File: src/rtl/strassen_2x2_core.sv
// Serial 2x2 Strassen multiplier: seven products on one shared multiplier,
// then a single combine cycle, with valid/ready on both operand and result sides.
module strassen_2x2_core #(
    parameter int DATA_W = 8,
    parameter int OUT_W  = 2*DATA_W+2
) (
    input  logic                clk,
    input  logic                rst,
    input  logic                in_valid,
    output logic                in_ready,
    input  logic [4*DATA_W-1:0] a_flat,
    input  logic [4*DATA_W-1:0] b_flat,
    output logic                out_valid,
    input  logic                out_ready,
    output logic [4*OUT_W-1:0]  c_flat,
    output logic                busy
);

    localparam int EW = DATA_W + 1;
    localparam int PW = 2*DATA_W + 2;
    localparam int SW = OUT_W + 2;

    typedef enum logic [1:0] {StIdle, StMul, StComb, StDone} state_e;

    state_e                state_q;
    logic [2:0]            mul_idx_q;
    logic [4*DATA_W-1:0]   a_q, b_q;
    logic signed [PW-1:0]  m_q [7];
    logic [4*OUT_W-1:0]    c_q;
    logic                  out_valid_q;
    logic                  busy_q;

    logic signed [EW-1:0]  a11, a12, a21, a22, b11, b12, b21, b22;
    logic signed [EW-1:0]  op_x, op_y;
    logic signed [PW-1:0]  prod;
    logic signed [SW-1:0]  c11_s, c12_s, c21_s, c22_s;

    always_comb begin
        a11 = EW'($signed(a_q[0*DATA_W +: DATA_W]));
        a12 = EW'($signed(a_q[1*DATA_W +: DATA_W]));
        a21 = EW'($signed(a_q[2*DATA_W +: DATA_W]));
        a22 = EW'($signed(a_q[3*DATA_W +: DATA_W]));
        b11 = EW'($signed(b_q[0*DATA_W +: DATA_W]));
        b12 = EW'($signed(b_q[1*DATA_W +: DATA_W]));
        b21 = EW'($signed(b_q[2*DATA_W +: DATA_W]));
        b22 = EW'($signed(b_q[3*DATA_W +: DATA_W]));
    end

    // Operand select for the shared multiplier; mul_idx_q = i-1 for product Mi.
    always_comb begin
        op_x = '0;
        op_y = '0;
        case (mul_idx_q)
            3'd0: begin op_x = a11 + a22; op_y = b11 + b22; end
            3'd1: begin op_x = a21 + a22; op_y = b11;       end
            3'd2: begin op_x = a11;       op_y = b12 - b22; end
            3'd3: begin op_x = a22;       op_y = b21 - b11; end
            3'd4: begin op_x = a11 + a12; op_y = b22;       end
            3'd5: begin op_x = a21 - a11; op_y = b11 + b12; end
            3'd6: begin op_x = a12 - a22; op_y = b21 + b22; end
            default: begin op_x = '0; op_y = '0; end
        endcase
    end

    assign prod = PW'(op_x) * PW'(op_y);

    always_comb begin
        c11_s = SW'(m_q[0]) + SW'(m_q[3]) - SW'(m_q[4]) + SW'(m_q[6]);
        c12_s = SW'(m_q[2]) + SW'(m_q[4]);
        c21_s = SW'(m_q[1]) + SW'(m_q[3]);
        c22_s = SW'(m_q[0]) - SW'(m_q[1]) + SW'(m_q[2]) + SW'(m_q[5]);
    end

    always_ff @(posedge clk) begin
        if (rst) begin
            state_q     <= StIdle;
            mul_idx_q   <= 3'd0;
            a_q         <= '0;
            b_q         <= '0;
            c_q         <= '0;
            out_valid_q <= 1'b0;
            busy_q      <= 1'b0;
            for (int i = 0; i < 7; i++) m_q[i] <= '0;
        end else begin
            case (state_q)
                StIdle: begin
                    if (in_valid) begin
                        a_q       <= a_flat;
                        b_q       <= b_flat;
                        mul_idx_q <= 3'd0;
                        busy_q    <= 1'b1;
                        state_q   <= StMul;
                    end
                end
                StMul: begin
                    m_q[mul_idx_q] <= prod;
                    mul_idx_q      <= mul_idx_q + 3'd1;
                    if (mul_idx_q == 3'd6) state_q <= StComb;
                end
                StComb: begin
                    // True results fit in 2*DATA_W+1 bits, so truncation is exact.
                    c_q         <= {OUT_W'(c22_s), OUT_W'(c21_s), OUT_W'(c12_s), OUT_W'(c11_s)};
                    out_valid_q <= 1'b1;
                    state_q     <= StDone;
                end
                StDone: begin
                    if (out_ready) begin
                        out_valid_q <= 1'b0;
                        busy_q      <= 1'b0;
                        state_q     <= StIdle;
                    end
                end
                default: state_q <= StIdle;
            endcase
        end
    end

    assign in_ready  = (state_q == StIdle);
    assign out_valid = out_valid_q;
    assign c_flat    = c_q;
    assign busy      = busy_q;

endmodule

File: config.mk
export PLATFORM = sky130hd
export DESIGN_NAME = strassen_2x2_core
export DESIGN_NICKNAME = d
export VERILOG_FILES = /design/src/rtl/strassen_2x2_core.sv
export SDC_FILE = /design/constraint.sdc
export NUM_CORES = 1
export LEC_CHECK = 0
export ABC_CLOCK_PERIOD_IN_PS = 7700
export CAP_MARGIN = 5
export CORE_MARGIN = 10
export CORE_UTILIZATION = 56
export CTS_BUF_LIST = sky130_fd_sc_hd__clkbuf_4
export DETAILED_ROUTE_END_ITERATION = 6
export PLACE_DENSITY = 0.85
export REMOVE_ABC_BUFFERS = 1
export SYNTH_ARGS = -nofsm -noshare
export SYNTH_HDL_FRONTEND = slang
export SYNTH_SLANG_ARGS = --single-unit
File: constraint.sdc
create_clock -name clk -period 7.7 [get_ports clk]
set_clock_uncertainty 0.1 [all_clocks]
set_input_delay 1.54 -clock clk [delete_from_list [all_inputs] [get_ports clk]]
set_output_delay 1.54 -clock clk [all_outputs]
set_load 0.03 [all_outputs]
Word level (Yosys, flattened, before mapping)
Memory sizes are Yosys's and may differ from the RTL's.
Cells that the tools add are included.
{"block": "word_totals", "register_bits": 143, "ram_bits": 126, "input_bits": 68, "out_inout_bits": 75, "wordCells": 71, "n_memories": 1}
{"name": "m_q", "words": 7, "width": 18, "read_ports": 7, "rd_clocked_by_memory_dff": 0, "wr": 7, "line": "28", "text": "logic signed [PW-1:0] m_q [7];"}
{"block": "classes", "add_sub_neg": 19, "n_mul": 1, "eq_ne": 12, "mux": 20, "reduce_logical": 11}
{"operator": "$pmux W9 S7", "n": 2}
{"operator": "$add A18 B18 Y18", "n": 6}
{"operator": "$add A8 B8 Y9", "n": 6}
{"operator": "$sub A18 B18 Y18", "n": 2}
{"operator": "$sub A8 B8 Y9", "n": 4}
{"operator": "$mul A9 B9 Y18", "n": 1}
{"operator": "$mux W18", "n": 1}
{"operator": "$reduce_or A18 Y1", "n": 1}
{"operator": "$eq A3 B3 Y1 const B", "n": 3}
{"operator": "$mux W1", "n": 8}
{"operator": "$pmux W2 S4", "n": 1}
{"operator": "$eq A3 B2 Y1 const B", "n": 2}
{"operator": "$mux W2", "n": 3}
{"operator": "$mux W3", "n": 2}
{"operator": "$ne A2 B2 Y1 const B", "n": 3}
{"operator": "$pmux W3 S2", "n": 1}
{"operator": "$reduce_and A2 Y1", "n": 3}
{"operator": "$reduce_and A3 Y1", "n": 2}
{"operator": "$reduce_bool A2 Y1", "n": 3}
{"operator": "$eq A2 B2 Y1 const B", "n": 2}
{"operator": "$pmux W1 S2", "n": 2}
{"operator": "$add A3 B1 Y3 const B", "n": 1}
{"operator": "$eq A3 B1 Y1 const B", "n": 1}
{"operator": "$logic_not A3 Y1", "n": 1}
{"operator": "2 further kinds", "n": 2}

Depth between registers and ports, before layout
Gate-level depths: netlist of the first run.
{"block": "logic_depth", "word_depth": 6, "depth_mapped": 37, "ltp_nobuf": 35}

Worst setup path before layout of the first run
No wires, ideal clock.
{"block": "synth_timing", "path_type": "flip-flop to flip-flop", "start": "register mul_idx_q[0]", "end": "memory m_q[0][17] (netlist name), data pin", "setup_ns": 0.273, "arrival_ns": 7.945, "required_time_ns": 7.327, "path_slack_ns": -0.618, "path_stages_with_launch": 34, "n_path_buf": 2, "period_less_slack_ns": 8.318, "cell_sequence": "dfxtp_1 clkinv_1 ha_1 and2_0 clkbuf_1 clkbuf_1 nand2_1 o21ai_0 ha_1 fa_1 nand3_1 nand2_1 a31o_1 a21o_1 a21oi_1 xnor2_1 a2111oi_4 or2_1 fa_1 fa_1 inv_1 fa_1 fa_1 inv_1 fa_1 inv_1 ha_1 o21ai_1 a21oi_1 o31ai_1 a21oi_1 o41ai_1 xnor2_1 nor3_1"}
{"item": "start: declaration", "line": "26", "text": "logic [2:0] mul_idx_q;"}
{"item": "start signal: assignment", "line": "97", "text": "mul_idx_q <= mul_idx_q + 3'd1;"}
{"item": "end: declaration", "line": "28"}

==> flow_metrics.tcl, run 1 <==
set metrics [dict create \
    ctsLongestPathBuffers 3 \
    seq_area_sq_um 6476 \
    multi_input_area_sq_um 12830 \
    postSynth.asyncResetShare 0 \
    fin_nets 2934 \
    final_hold_viol_count 0 \
    crit_path_max_fanout 7 \
    placement_rows 69 \
    totalWireLength_um 53520 \
    ctsHtreeMaxLevel 3 \
    reg2reg_setup_slack_ps 210 \
    final_cell_area_sq_um 24520 \
    synth_area_per_inst_sq_um 8.971 \
    outcome "finished, violations left" \
    area_contributors_post_synth "sky130_fd_sc_hd__edfxtp_1, sky130_fd_sc_hd__dfxtp_1, sky130_fd_sc_hd__fa_1, sky130_fd_sc_hd__ha_1, sky130_fd_sc_hd__inv_1" \
    yosys-top-cells-count "sky130_fd_sc_hd__inv_1, sky130_fd_sc_hd__nand2_1, sky130_fd_sc_hd__nor2_1" \
    worst_slew_pin_slew_ps 1109 \
    number_of_cells_on_the_worst_reg_to_reg_path 36 \
    cp_slowest_cell "sky130_fd_sc_hd__fa_1" \
    clock_latency_ps 790 \
    area_growth_pct 20.78 \
    vias_in_the_first_global_route 17880 \
    power.leakage_nw 10.79 \
    worst_ep_required_time_ps 8170 \
    worst_hold_path_type "flip-flop to flip-flop" \
    min_delay_worst_endpoint "m_q[6][3]" \
    hold-worst-slack_ps 354.8 \
    cts_tree "yes" \
    grt.overflow.total 0 \
    yosys_warnings 0 \
    grt_start_max_net_pins 70 \
    die_w_um 210.4 \
    timing_worst_setup_path_type "flip-flop to flip-flop" \
    synthFlopType "sky130_fd_sc_hd__dfxtp_1" \
    layoutNonFillerInstCount 3067 \
    final_max_slew_viol_count 0 \
    netlist-cell-type-count 78 \
    drt_drc_violations_left 1 \
    globalRouteMet2Util 0.4176 \
    finalCriticalPeriod_ps 7494 \
    clkSlewWorstSetupHoldPaths_ps 80 \
    antenna_violations_before_repair 2 \
    crit_path_max_incr_delay_ps 530 \
    drt_pass1_iterations 7 \
    via_per_inst 5.584 \
    netlist_instances 2263 \
    numCtsBuffers 72 \
    clock_tree.root_cell "sky130_fd_sc_hd__clkbuf_4" \
    failed_checks "design-rule violations" \
    cellPowerDensity_nw_per_um2 415.7 \
    critical_path.reg2reg.endpoint "m_q[0][13]" \
    mappedNetlistArea_sq_um 20300 \
    route.vias.total 17130 \
    die-height_um 210.4 \
    synthDominantCellAreaShare 0.1597 \
    grtUsageTotal 0.2370 \
    holdPathStages 2 \
    maxClockFrequency_mhz 133.4 \
    layout-drive-gt1-share 0.1382 \
    grt_use_met1 0.2716 \
    drv_cap 0 \
    cts_num_sinks 269 \
    initial_core_util 0.5694 \
    design.die.area_sq_um 44270 \
    crit_path_end_kind "flip-flop" \
    worstSetupStartpointType "flip-flop" \
    synth_seq_area_share 0.3185 \
    synth-edff-count 108 \
    slew_headroom 0.2583 \
    worst_hold_launch "m_q[6][3]" \
    synth_area_leader_cell "sky130_fd_sc_hd__edfxtp_1" \
    global_route.peak_usage_layer "met2" \
    timing.final.setup_violations 0 \
    path_common_cell "sky130_fd_sc_hd__buf_4" \
    fillerInstances 2622 \
    timing.rr.start "mul_idx_q[0]" \
    grtUsageMet3 0.04866 \
    cts-hold-fix-buffers 0 \
    synth.most_common_cell "sky130_fd_sc_hd__inv_1" \
    detailedRoute.firstIterationViolations 1130 \
    core-area_sq_um 35660 \
    grt_pass1_wl_um 86350 \
    routabilityCongestion 0.9614 \
    total_of_flip_flops_plus_latches_after_synthesis 269 \
    peakVddDrop_v 0.0002932 \
    avgRoutedWirePerCell_um 17.45 \
    dp_hpwl_um 41420 \
    floorplan.io_pins 143 \
    number_of_cells_in_the_design_after_placement 2923 \
    post-route-period-util 0.9733 \
    total_cell_area_at_the_placement_stage_sq_um 23010 \
    placement.io_buffers 142 \
    postRouteAntennaNets 0 \
    crit_arrival_ps 7960 \
]
==> flip-flops by register name, indices dropped and copies added, names as in the netlist <==
signal	cells
c_flat	72
b_q	32
a_q	32
state_q	2
mul_idx_q	3
out_valid	1
m_q	126
busy	1
==> power by group <==
part	switching [mW]	internal, mW	total (mW)
clock	0.615	0.730	1.35
sequential	0.192	1.75	1.94
combinational	3.84	3.07	6.91
==> kinds of logic after synthesis <==
family,share of synthesized area
and+or+nand+nor,0.1456
AOI/OAI and AO/OA,0.1388
buffers and inverters,0.07050
adders and majority gates,0.2479
DFF,0.3185
xor gates and xnor gates,0.05651
muxes,0.02225
==> worst max-delay path, delay by kind of cell, from the launching register on <==
| kind | cells | cell delay, ps |
|---|---|---|
| xor+xnor | 2 | 440 |
| simple gates | 7 | 980 |
| flops | 1 | 370 |
| compound gates | 7 | 1250 |
| buf+inv | 11 | 1130 |
| fa+ha+maj | 9 | 3020 |
==> metrics by stage <==
step | utilization | power, mW | TNS, ps | setup slack [ps]
6_report | 0.6877 | 10.19 | 0 | 205.6
5_1_grt | 0.6877 | 11.02 | -1882 | -114.3
4_1_cts | 0.6772 | 9.917 | 0 | 9.248
3_5_place_dp | 0.6453 | 8.407 | -13820 | -572.8
3_3_place_gp | 0.6453 | 8.091 | -4006 | -272.7
2_1_floorplan | - | 6.215 | -27460 | -808.8
==> layout make-up <==
class | count | area share
clock buffers | 106 | 0.03245
flip-flops and latches | 269 | 0.2641
diodes | 1 | 0.0001021
clock inverters | 21 | 0.006736
multi-input cells | 1617 | 0.5231
well taps | 461 | 0.02352
inverters | 302 | 0.04633
repair buffers | 290 | 0.1036
==> repair_timing <==
action	in CTS	in global routing
setup buffers	5	11
setup endpoints to repair	49	52
pin swaps	20	49
resized for setup	43	59
==> worst max path at each step <==
stage,startpoint,endpoint,slack (ps),cells past startpoint
after detailed placement,mul_idx_q[0],m_q[0][17],-570,31
after floorplan,mul_idx_q[1],m_q[0][17],-810,31
final,mul_idx_q[0],m_q[0][13],210,36
after CTS,mul_idx_q[0],m_q[1][16],9,33
after global placement,mul_idx_q[0],m_q[0][17],-270,31
after global routing,mul_idx_q[0],m_q[0][13],-110,38
==> metal layers <==
metal / part of all wire / vias up
li1: - / 8132
met1: 0.39 / 8148
met2: 0.50 / 677
met3: 0.076 / 166
met4: 0.035 / 2
met5: 0.00024 / -
==> placed cells by master (no fill, tap or decap), types with 9 or more instances in the layout <==
cell type / n
sky130_fd_sc_hd__buf_4: 146
sky130_fd_sc_hd__clkinv_1: 12
sky130_fd_sc_hd__a31oi_1: 14
sky130_fd_sc_hd__a21o_1: 41
sky130_fd_sc_hd__nand3_1: 19
sky130_fd_sc_hd__fa_1: 142
sky130_fd_sc_hd__nand2b_1: 32
sky130_fd_sc_hd__xor2_1: 46
sky130_fd_sc_hd__a21oi_1: 157
sky130_fd_sc_hd__o21a_1: 16
sky130_fd_sc_hd__o21ai_0: 65
sky130_fd_sc_hd__nor2b_1: 32
sky130_fd_sc_hd__edfxtp_1: 108
sky130_fd_sc_hd__ha_1: 156
sky130_fd_sc_hd__clkbuf_4: 106
sky130_fd_sc_hd__dfxtp_1: 157
sky130_fd_sc_hd__o21bai_1: 13
sky130_fd_sc_hd__a211oi_1: 24
sky130_fd_sc_hd__nor3_1: 17
sky130_fd_sc_hd__xnor2_1: 82
sky130_fd_sc_hd__nor2_1: 245
sky130_fd_sc_hd__nand2_1: 269
sky130_fd_sc_hd__inv_1: 299
sky130_fd_sc_hd__and2_1: 9
sky130_fd_sc_hd__mux2i_1: 33
sky130_fd_sc_hd__clkdlybuf4s50_1: 141
sky130_fd_sc_hd__a21oi_2: 14
(Power assumes the default switching activity.)
==> run 2, diff against run 1 <==
RECOVER_POWER = 25   (was unset)
==> flow_metrics.tcl, run 2 (same netlist as run 1, synthesis figures left out) <==
set metrics [dict create \
    crit_path_max_fanout 7 \
    failed_checks "max-capacitance violations, max-slew violations" \
    fin_nets 2934 \
    hold-worst-slack_ps 356.7 \
    registers.top_by_ff_count "m_q" \
    dp_slack_ps -572.8 \
    cts_num_sinks 269 \
    outcome "finished, violations left" \
    post-route-period-util 0.9739 \
    layout-drive-gt1-share 0.1370 \
    crit_path_end_kind "flip-flop" \
    clock_latency_ps 790 \
    antenna_violations_before_repair 2 \
    worst_hold_path_type "flip-flop to flip-flop" \
    final_max_slew_viol_count 95 \
    commonest_non_fill_non_tap_cells_in_the_layout "sky130_fd_sc_hd__inv_1, sky130_fd_sc_hd__nand2_1, sky130_fd_sc_hd__nor2_1, sky130_fd_sc_hd__a21oi_1, sky130_fd_sc_hd__dfxtp_1" \
    drv_cap 2 \
    detailedRoute.firstIterationViolations 1143 \
    ctsHtreeMaxLevel 3 \
    number_of_cells_in_the_design_after_placement 2923 \
    grt_start_max_net_pins 70 \
    drt_drc_violations_left 0 \
    final_hold_viol_count 0 \
    area_growth_pct 20.74 \
    postRouteAntennaNets 0 \
    routabilityCongestion 0.9614 \
    drt_pass1_iterations 7 \
    cellPowerDensity_nw_per_um2 415.6 \
    total_power_mw 10.19 \
    via_per_inst 5.580 \
    dp_hpwl_um 41420 \
    design.die.area_sq_um 44270 \
    timing.final.setup_violations 0 \
    die_w_um 210.4 \
    initial_core_util 0.5694 \
    timing_worst_setup_path_type "flip-flop to flip-flop" \
    avgRoutedWirePerCell_um 17.45 \
    floorplan.io_pins 143 \
    numCtsBuffers 72 \
    slew_headroom -0.6132 \
    cts_tree "yes" \
    die-height_um 210.4 \
    clock_tree.root_cell "sky130_fd_sc_hd__clkbuf_4" \
    ctsLongestPathBuffers 3 \
    path_common_cell "sky130_fd_sc_hd__buf_4" \
    grtUsageTotal 0.2370 \
    worst_slack_ps 200.9 \
    worst_ep_required_time_ps 8160 \
    crit_arrival_ps 7960 \
    core-area_sq_um 35660 \
    grt.overflow.total 0 \
    peakVddDrop_v 0.0002929 \
    maxClockFrequency_mhz 133.3 \
    worstSetupStartpointType "flip-flop" \
    largest_register_ff_count 126 \
    crit_path_max_incr_delay_ps 530 \
    vias_in_the_first_global_route 17880 \
    placement.io_buffers 142 \
    finalCriticalPeriod_ps 7499 \
    worst_slew_pin_slew_ps 2420 \
    power.leakage_nw 10.78 \
    cp_slowest_cell "sky130_fd_sc_hd__fa_1" \
    placement_rows 69 \
    layoutNonFillerInstCount 3067 \
    route.vias.total 17110 \
    mostFrequentLayoutCell "sky130_fd_sc_hd__inv_1" \
    clkSlewWorstSetupHoldPaths_ps 80 \
    grt_pass1_wl_um 86350 \
    totalWireLength_um 53520 \
]
-- run 2: worst max-delay path, delay by kind of cell (launching register included) --
family	cells	cell delay (ps)
fa+ha+maj	8	3050
compound gates	8	1260
buf+inv	11	1120
simple gates	5	720
xor+xnor	2	480
flops	1	370
mux	1	180
-- run 2: final timing paths --
| check | from | end | slack [ps] | depth (start not counted) |
|---|---|---|---|---|
| worst min register to register | m_q[6][3] | m_q[6][3] | 360 | 2 |
| worst max-delay path | mul_idx_q[0] | m_q[0][13] | 200 | 35 |
| worst min-delay path | m_q[6][3] | m_q[6][3] | 360 | 2 |
| worst max register to register | mul_idx_q[0] | m_q[0][13] | 200 | 35 |
-- run 2: final cells by class --
class | count | area (sq um)
multi-input combinational | 1617 | 12830
sequential | 269 | 6476
clock buffer | 106 | 795.8
timing repair buffer | 290 | 2534
inverter | 302 | 1136
antenna | 1 | 2.502
clock inverter | 21 | 165.2
fill | 2623 | 11140
tap | 461 | 576.8
-- run 2: power by group --
group,switching (mW),internal (mW),total (mW)
logic,3.84,3.07,6.90
registers,0.191,1.75,1.94
clock network,0.615,0.730,1.34
total,4.64,5.54,10.2
-- run 2: metrics by stage --
step,utilization,setup TNS (ps),area [sq um]
after floorplan,-,-27460,20000
after global placement,0.6453,-4006,23010
after detailed placement,0.6453,-13820,23010
after CTS,0.6772,0,24150
after global routing,0.6875,-1880,24510
final,0.6875,0,24510
-- run 2: metal layers --
metal	routed length (um)	part of all wire	vias to the layer above	GRT usage
met5	13	0.00024	-	0
met4	1922	0.036	2	0.1091
met3	4032	0.075	153	0.04866
met2	26580	0.50	677	0.4176
met1	20960	0.39	8152	0.2716
li1	-	-	8130	-
-- run 2: repair_timing --
action                     in CTS  in global routing
buffers inserted                5                 11
pin swaps                      20                 49
resized for setup              43                 59
setup endpoints to repair      49                 52
hold buffers                    0                  0
==> run 3, diff against run 2 <==
CORE_UTILIZATION = 61   (was 56)
DONT_BUFFER_PORTS = 1   (was unset)
==> flow_metrics.tcl, run 3 (same netlist as run 1, synthesis figures left out) <==
set metrics [dict create \
    outcome "finished clean" \
    commonest_non_fill_non_tap_cells_in_the_layout "sky130_fd_sc_hd__inv_1, sky130_fd_sc_hd__nand2_1, sky130_fd_sc_hd__nor2_1, sky130_fd_sc_hd__ha_1, sky130_fd_sc_hd__dfxtp_1" \
    cts-hold-fix-buffers 0 \
    layoutNonFillerInstCount 2904 \
    fillerInstances 2399 \
    ctsHtreeMaxLevel 3 \
    avgRoutedWirePerCell_um 18.26 \
    routabilityCongestion 0.9757 \
    grt_start_max_net_pins 161 \
    finalCoreUtilization 0.7045 \
    vias_in_the_first_global_route 17570 \
    area_growth_pct 13.48 \
    peakVddDrop_v 0.0003187 \
    final_max_slew_viol_count 0 \
    worst_ep_required_time_ps 8060 \
    worstSetupStartpointType "flip-flop" \
    clock_tree.root_cell "sky130_fd_sc_hd__clkbuf_4" \
    layout-drive-gt1-share 0.1455 \
    cellPowerDensity_nw_per_um2 430.8 \
    maxClockFrequency_mhz 132.1 \
    mostFrequentLayoutCell "sky130_fd_sc_hd__inv_1" \
    design.die.area_sq_um 40980 \
    totalWireLength_um 53040 \
    number_of_cells_in_the_design_after_placement 2759 \
    floorplan.io_pins 143 \
    crit_path_max_fanout 7 \
    grtUsageTotal 0.2524 \
    drv_cap 0 \
    power.leakage_nw 10.25 \
    numCtsBuffers 72 \
    crit_arrival_ps 7930 \
    core-area_sq_um 32700 \
    worst_hold_path_type "flip-flop to flip-flop" \
    ctsLongestPathBuffers 3 \
    final_hold_viol_count 0 \
    post-route-period-util 0.9829 \
    drt_drc_violations_left 0 \
    postRouteAntennaNets 0 \
    placement_rows 66 \
    drt_pass1_iterations 5 \
    largest_register_ff_count 126 \
    placement.io_buffers 0 \
    clock_latency_ps 790 \
    grt.overflow.total 0 \
    route.vias.total 16700 \
    detailedRoute.firstIterationViolations 1127 \
    antenna_violations_before_repair 1 \
    worst_slew_pin_slew_ps 1158 \
    fin_nets 2788 \
    path_common_cell "sky130_fd_sc_hd__fa_1" \
    cp_slowest_cell "sky130_fd_sc_hd__fa_1" \
    via_per_inst 5.750 \
    cts_num_sinks 269 \
    crit_path_max_incr_delay_ps 530 \
    finalCriticalPeriod_ps 7569 \
    grt_pass1_wl_um 85700 \
    die_w_um 202.4 \
    die-height_um 202.4 \
    initial_core_util 0.6208 \
    cts_tree "yes" \
    crit_path_end_kind "flip-flop" \
    registers.top_by_ff_count "m_q" \
    timing.final.setup_violations 0 \
    slew_headroom 0.2281 \
    timing_worst_setup_path_type "flip-flop to flip-flop" \
    dp_hpwl_um 39660 \
    clkSlewWorstSetupHoldPaths_ps 60 \
]
-- run 3: cell types whose count changed in the layout (fill, tap and decap cells not counted), moves of 3 or more --
cell / previous run / this run
sky130_fd_sc_hd__buf_4: 144 / 139
sky130_fd_sc_hd__clkdlybuf4s50_1: 141 / 0
sky130_fd_sc_hd__ha_1: 156 / 159
sky130_fd_sc_hd__ha_4: 8 / 4
sky130_fd_sc_hd__inv_1: 299 / 296
-- run 3: final timing paths --
check | from | endpoint | slack [ps] | depth (start not counted)
worst min-delay path | a_q[16] | a_q[16] | 360 | 2
worst max register to register | mul_idx_q[0] | m_q[1][17] | 130 | 31
worst max-delay path | mul_idx_q[0] | m_q[1][17] | 130 | 31
worst min register to register | a_q[16] | a_q[16] | 360 | 2
-- run 3: repair_timing --
action,in CTS,in global routing
setup endpoints to repair,41,55
gates cloned,0,0
setup buffers,3,12
gates resized for setup,34,72
pin swaps,17,43
-- run 3: cell type report --
| class | instances | area (sq um) | share of cell area |
|---|---|---|---|
| clock buffers | 108 | 810.8 | 0.03519 |
| repair buffers | 144 | 1100 | 0.04774 |
| flip-flops and latches | 269 | 6471 | 0.2809 |
| multi-input cells | 1617 | 12820 | 0.5566 |
| clock inverters | 20 | 141.4 | 0.006137 |
| well taps | 442 | 553.0 | 0.02400 |
| inverters | 302 | 1134 | 0.04920 |
| diodes | 2 | 5.005 | 0.0002172 |
-- run 3: power by group --
group          leakage, nW  switching (mW)  internal [mW]  total, mW
registers             2.43           0.428           1.75       2.18
clock network        0.565           0.621          0.709       1.33
logic                 7.26            3.55           2.87       6.42
total                 10.3            4.60           5.33       9.93
-- run 3: routing by layer --
| layer | part of all wire | routed length [um] | GRT usage |
|---|---|---|---|
| met3 | 0.076 | 4023 | 0.05517 |
| met2 | 0.50 | 26380 | 0.4363 |
| met1 | 0.39 | 20900 | 0.2936 |
| met4 | 0.033 | 1734 | 0.1162 |
| met5 | 0 | 0 | 0 |
-- run 3: per-stage QoR --
stage	area, sq um	power (mW)	hold slack (ps)	setup slack (ps)	TNS, ps
floorplan	20000	6.215	330.3	-808.8	-27460
global placement	21540	7.862	343.8	-199.6	-2528
detailed placement	21540	8.133	353.1	-438.5	-9636
CTS	22630	9.602	361.8	0.1927	0
global route	23040	10.79	387.5	-75.14	-797.1
finish	23040	9.926	361.0	131.3	0
-- run 3: critical path, delay by kind of cell, from the launching register on --
kind	cells	cell delay, ps
AO/OA/AOI/OAI	11	1970
buffers and inverters	6	570
adder cells (fa/ha/maj)	8	3250
multiplexers	1	300
flip-flops	1	330
XOR/XNOR	1	240
AND/OR/NAND/NOR	4	510
